`config.mk`:
```
export PLATFORM = sky130hd
export DESIGN_NAME = ctx_seq
export DESIGN_NICKNAME = d
export VERILOG_FILES = /design/src/rtl/ctx_pkg.sv /design/src/rtl/ctx_seq.sv
export SDC_FILE = /design/constraint.sdc
export NUM_CORES = 1
export LEC_CHECK = 0
export BUFFER_PORTS_ARGS = -buffer_cell sky130_fd_sc_hd__buf_2
export CORE_UTILIZATION = 45
export DETAILED_ROUTE_END_ITERATION = 7
export PLACE_DENSITY_LB_ADDON = 0.1
export SKIP_CTS_REPAIR_TIMING = 1
export SLEW_MARGIN = 20
export SYNTH_ARGS = -nofsm -noshare
export SYNTH_HDL_FRONTEND = slang
export SYNTH_SLANG_ARGS = --single-unit
export TNS_END_PERCENT = 5
```
`constraint.sdc`:
```
create_clock -name clk -period 3.4 [get_ports clk]
set_clock_uncertainty 0.1 [all_clocks]
set_input_delay 0.68 -clock clk [delete_from_list [all_inputs] [get_ports clk]]
set_output_delay 0.68 -clock clk [all_outputs]
set_load 0.02 [all_outputs]
```
`src/rtl/ctx_pkg.sv`:
```
// Shared definitions for the context save/restore sequencer: state encoding,
// register-index width and a state classification helper.
package ctx_pkg;

    localparam int CTX_REG_IDX_W = 3;
    // One extra bit so the index can also address the trailing checksum slot.
    localparam int CTX_CNT_W     = CTX_REG_IDX_W + 1;

    typedef enum logic [2:0] {
        ST_IDLE,
        ST_SAVE,
        ST_RESTORE,
        ST_DRAIN,
        ST_DONE
    } ctx_state_t;

    function automatic logic ctx_is_active(input ctx_state_t s);
        return (s == ST_SAVE) || (s == ST_RESTORE) || (s == ST_DRAIN);
    endfunction

endpackage

```
`src/rtl/ctx_seq.sv`:
```
// Context sequencer: copies NUM_REGS CPU registers to a memory frame (save) or
// back (restore). Define CTX_SEQ_CHECKSUM_EN to append and verify an XOR byte.
module ctx_seq
    import ctx_pkg::*;
#(
    parameter int NUM_REGS = 8,
    parameter int ADDR_W   = 16
) (
    input  logic                     clk,
    input  logic                     rst,
    input  logic                     save_req,
    input  logic                     restore_req,
    input  logic [ADDR_W-1:0]        base_addr,
    output logic                     busy,
    output logic                     done,
    output logic                     err,
    output logic [CTX_REG_IDX_W-1:0] rX_addr,
    input  logic [7:0]               rX,
    output logic                     rf_write_en,
    output logic [CTX_REG_IDX_W-1:0] rf_write_addr,
    output logic [7:0]               rf_in,
    output logic [ADDR_W-1:0]        mem_addr,
    output logic [7:0]               mem_wdata,
    output logic                     mem_write_en,
    output logic                     mem_read_en,
    input  logic [7:0]               mem_rdata
);

`ifdef CTX_SEQ_CHECKSUM_EN
    localparam int LAST_IDX = NUM_REGS;
`else
    localparam int LAST_IDX = NUM_REGS - 1;
`endif
    localparam logic [CTX_CNT_W-1:0] LAST_CNT = CTX_CNT_W'(LAST_IDX);

    ctx_state_t                 r_state;
    logic [CTX_CNT_W-1:0]       r_idx;
    logic [ADDR_W-1:0]          r_base;
    logic                       r_rd_valid;
    logic [CTX_REG_IDX_W-1:0]   r_rd_idx;

    logic                       w_run;
    logic                       w_accept;
    logic                       w_csum_slot;
    logic                       w_wr_en;
    logic                       w_rd_en;
    logic                       w_rf_we;
    logic [7:0]                 w_wdata;

    // Reset masks every output in the same cycle, before the state register
    // has had an edge to return to IDLE.
    assign w_run    = ~rst;
    assign w_accept = (r_state == ST_IDLE) && (save_req || restore_req);
    assign w_wr_en  = w_run && (r_state == ST_SAVE);
    assign w_rd_en  = w_run && (r_state == ST_RESTORE);
    assign w_rf_we  = w_run && r_rd_valid;

    // NOTE: sequential state uses <= so every register samples pre-edge values.
    always_ff @(posedge clk) begin
        if (rst) begin
            r_state    <= ST_IDLE;
            r_idx      <= '0;
            r_base     <= '0;
            r_rd_valid <= 1'b0;
            r_rd_idx   <= '0;
        end else begin
            // Read data returns one cycle later; the checksum byte is never
            // forwarded to the register file.
            r_rd_valid <= (r_state == ST_RESTORE) && !w_csum_slot;
            r_rd_idx   <= r_idx[CTX_REG_IDX_W-1:0];
            case (r_state)
                ST_IDLE: begin
                    if (save_req) begin
                        r_state <= ST_SAVE;
                        r_base  <= base_addr;
                        r_idx   <= '0;
                    end else if (restore_req) begin
                        r_state <= ST_RESTORE;
                        r_base  <= base_addr;
                        r_idx   <= '0;
                    end
                end
                ST_SAVE: begin
                    if (r_idx == LAST_CNT) begin
                        r_state <= ST_DONE;
                    end else begin
                        r_idx <= r_idx + CTX_CNT_W'(1);
                    end
                end
                ST_RESTORE: begin
                    if (r_idx == LAST_CNT) begin
                        r_state <= ST_DRAIN;
                    end else begin
                        r_idx <= r_idx + CTX_CNT_W'(1);
                    end
                end
                ST_DRAIN: r_state <= ST_DONE;
                ST_DONE:  r_state <= ST_IDLE;
                default:  r_state <= ST_IDLE;
            endcase
        end
    end

`ifdef CTX_SEQ_CHECKSUM_EN
    logic [7:0] r_csum;
    logic       r_err;
    logic       r_chk_valid;

    assign w_csum_slot = (r_idx == CTX_CNT_W'(NUM_REGS));

    always_ff @(posedge clk) begin
        if (rst) begin
            r_csum      <= '0;
            r_err       <= 1'b0;
            r_chk_valid <= 1'b0;
        end else begin
            r_chk_valid <= (r_state == ST_RESTORE) && w_csum_slot;
            if (w_accept) begin
                r_csum <= '0;
                r_err  <= 1'b0;
            end else if (w_wr_en && !w_csum_slot) begin
                r_csum <= r_csum ^ rX;
            end else if (w_rf_we) begin
                r_csum <= r_csum ^ mem_rdata;
            end
            if (r_chk_valid && (mem_rdata != r_csum)) begin
                r_err <= 1'b1;
            end
        end
    end

    assign w_wdata = w_csum_slot ? r_csum : rX;
    assign err     = w_run && r_err;
`else
    assign w_csum_slot = 1'b0;
    assign w_wdata     = rX;
    assign err         = 1'b0;
`endif

    assign busy          = w_run && ctx_is_active(r_state);
    assign done          = w_run && (r_state == ST_DONE);
    assign mem_write_en  = w_wr_en;
    assign mem_read_en   = w_rd_en;
    assign rf_write_en   = w_rf_we;
    assign rX_addr       = r_idx[CTX_REG_IDX_W-1:0];
    assign mem_addr      = r_base + ADDR_W'(r_idx);
    assign mem_wdata     = w_wdata;
    assign rf_write_addr = r_rd_idx;
    assign rf_in         = mem_rdata;

endmodule

```
==> impl_metrics.py <==
metrics = {
    "yosys": {
        "synth_area_leaders": "dfxtp_1, buf_4, nand2_1",
        "synth_area_per_cell_um2": 8.34,
        "synth_edf_count": 0,
        "ys_async_sr_fraction_pct": 0,
        "synthesis.area_um2": 1590,
        "synth_ff_type": "dfxtp_1",
        "seq_area_frac_synth_pct": 34.1,
        "syn_inst": 190,
        "synth_top_family_by_area": "simple AND/OR/NAND/NOR gates",
        "synth_top_area_share_pct": 34.1,
        "synth_most_common_cell": "nand2_1",
        "synth_nets": 232,
        "synthSimpleGateAreaFrac_pct": 22.7,
        "synth_xor_area_share_pct": 10.0,
        "synth-warning-count": 0,
        "yosys.cell_types.count": 40,
        "ys_ff_latch": 27,
        "synth_compound_area_share_pct": 12.9,
        "synthMuxAreaShare_pct": 1.58,
        "synth_area_leader_cell": "dfxtp_1",
        "synth_commonest_cells": "nand2_1, dfxtp_1, a21oi_1, buf_4",
        "synth_fa_ha_area_share_pct": 5.21,
    },
    "clocking": {
        "clkTransAtPathRegs_ns": 0.14,
        "cts_tree": "yes",
        "cts-root-buf": "clkbuf_4",
        "clock_path_buffers": 2,
        "cts_buffers": 3,
        "clock-sinks": 27,
        "h-tree-depth": 1,
        "clk_latency_ns": 0.32,
    },
    "worst_hold_path": {
        "hp-class": "flop to flop",
    },
    "placement": {
        "placed_area_um2": 1680,
        "hpwl_mm": 2.21,
        "port_buffers": 46,
        "gp_congestion": 0.797,
        "pre_cts_slack_ns": 0.387,
    },
    "setup_path": {
        "crit_fanout": 6,
        "critical-path-top-delay-family": "adder cells",
        "worstPathArrival_ns": 2.42,
        "crit_path_cell_trace": "ha_1, fa_1, a21o_1, a21oi_2, and4b_1, xor2_1, buf_2",
        "cp-endpoint": "mem_addr[14]",
        "crit_path_max_incr_delay_ns": 0.41,
        "cp.depth": 7,
        "cp-end-kind": "primary output",
        "worstSetupStartpointType": "flop",
        "cp.required_ns": 2.62,
        "startpoint": "r_idx[0]",
        "r2r-end": "r_idx[1]",
        "r2r_setup_slack_ns": 1.42,
        "r2r-start": "r_state[2]",
        "critPathSlowestCell": "fa_1",
        "criticalPathCategory": "flop to primary output",
        "critical_path_buf_inv_count": 1,
        "reg2reg_depth": 4,
    },
    "sta": {
        "tightestPinTransition_ns": 0.670,
        "setup_ws_ns": 0.199,
        "fmax_ghz": 0.312,
        "fin_crit_sh_pct": 94.2,
        "maxSlewHeadroom_pct": 55.3,
        "rsz0062_at_grt": "no",
        "slew_viol_final": 0,
        "finalSetupViolCount": 0,
        "fin_crit_ns": 3.20,
        "hold_ws_ns": 0.375,
        "finalHoldViolations": 0,
    },
    "flow_run": {
        "maxCapViolCount": 0,
    },
    "global_route": {
        "grt-ovfl-total": 0,
        "grt_pass1_wl_mm": 4.83,
        "grt_pass1_vias": 1093,
        "antenna_found_initial": 0,
        "grt_start_max_net_pins": 31,
        "grt_util_all_layers_pct": 17.2,
    },
    "floorplanning": {
        "initial_utilization_pct": 47.1,
        "die_width_um": 61.4,
        "io_pins": 80,
        "core_area_um2": 3360,
        "rows": 21,
        "die_height_um": 61.4,
        "dieArea_um2": 3760,
    },
    "finish": {
        "final_nets": 255,
        "final_util_pct": 50.7,
        "design_area_um2": 1710,
        "synthToLayoutAreaGrowth_pct": 7.66,
        "drive_gt1_share_pct": 25.9,
        "antenna_cells": 0,
    },
    "drt": {
        "drc": 0,
        "ant_nets": 0,
        "routedWlPerCell_um": 11.9,
        "routed_wl_mm": 3.08,
        "drt-initial-drc-count": 53,
        "first_pass_iters": 4,
        "vias": 1280,
        "drt-vias-per-instance": 4.96,
    },
    "pwr": {
        "p_leak_nw": 0.794,
        "max-vdd-ir-drop_uv": 359,
        "power.density_nw_per_um2": 483,
    },
    "status": {
        "status": "finished, final reports clean",
    },
}
cells by family (layout without fill, tap and decap cells):
kind of cell	after synthesis	in the layout
other	1	1
flip-flops	27	27
adder cells (fa/ha/maj)	6	6
XOR/XNOR	16	16
multiplexers	2	2
AND/OR/NAND/NOR	75	75
buffers and inverters	31	53
AO/OA/AOI/OAI	32	32
state kept, by name, indices dropped and copies added, names as in the netlist:
name / flops
r_base: 16
r_idx: 4
r_rd_valid: 1
r_state: 3
rf_write_addr: 3
stage by stage:
stage | cells | power [mW] | setup TNS [ns]
after global placement | 254 | 0.691 | 0
after floorplan | 190 | 0.660 | 0
after CTS | 258 | 0.835 | -0.00883
final | 258 | 0.824 | 0
after detailed placement | 254 | 0.698 | 0
after global routing | 258 | 0.884 | 0
cell type report:
cell class	count	area, µm²
repair buffers	47	238
inverters	2	7.51
well taps	46	57.6
multi-input cells	132	837
flip-flops and latches	27	541
clock buffers	4	26.3
fillers	353	1660
cell usage in the layout, fill, tap and decap left out, types with 2 or more instances in the layout:
cell	netlist	final
a21o_1	2	2
a21oi_1	21	20
and3_1	2	2
buf_2	1	46
clkbuf_4	0	3
dfxtp_1	27	27
ha_1	5	5
inv_1	2	2
nand2_1	37	37
nand3_1	6	6
nor2_1	9	9
nor2b_1	4	4
nor3_1	4	4
nor4b_1	4	4
o21a_1	2	2
or3_1	2	2
xnor2_1	9	9
xor2_1	6	6
worst min path at each step:
stage / slack, ns / depth (start not counted) / start / to
after global routing: 0.40 / 2 / r_base[0] / r_base[0]
after global placement: 0.35 / 2 / r_base[3] / r_base[3]
final: 0.37 / 2 / r_base[2] / r_base[2]
after floorplan: 0.34 / 2 / r_base[0] / r_base[0]
after detailed placement: 0.36 / 2 / r_base[0] / r_base[0]
after CTS: 0.38 / 2 / r_base[0] / r_base[0]
worst reg2reg max path, delay by kind of cell (launching register included):
kind	cells	cell delay (ns)
simple gates	2	0.41
compound gates	1	0.60
flops	1	0.47
mux	1	0.31
power breakdown:
group | switching [mW] | internal (mW)
combinational | 0.168 | 0.114
clock | 0.0905 | 0.0458
sequential | 0.0505 | 0.355
total | 0.309 | 0.515
metal layers:
metal | global-route usage [%] | wire length, µm
met1 | 25.7 | 1470
met2 | 25.2 | 1410
met3 | 2.31 | 162
met4 | 6.35 | 36
met5 | 0 | 0
(Power assumes the default switching activity.)
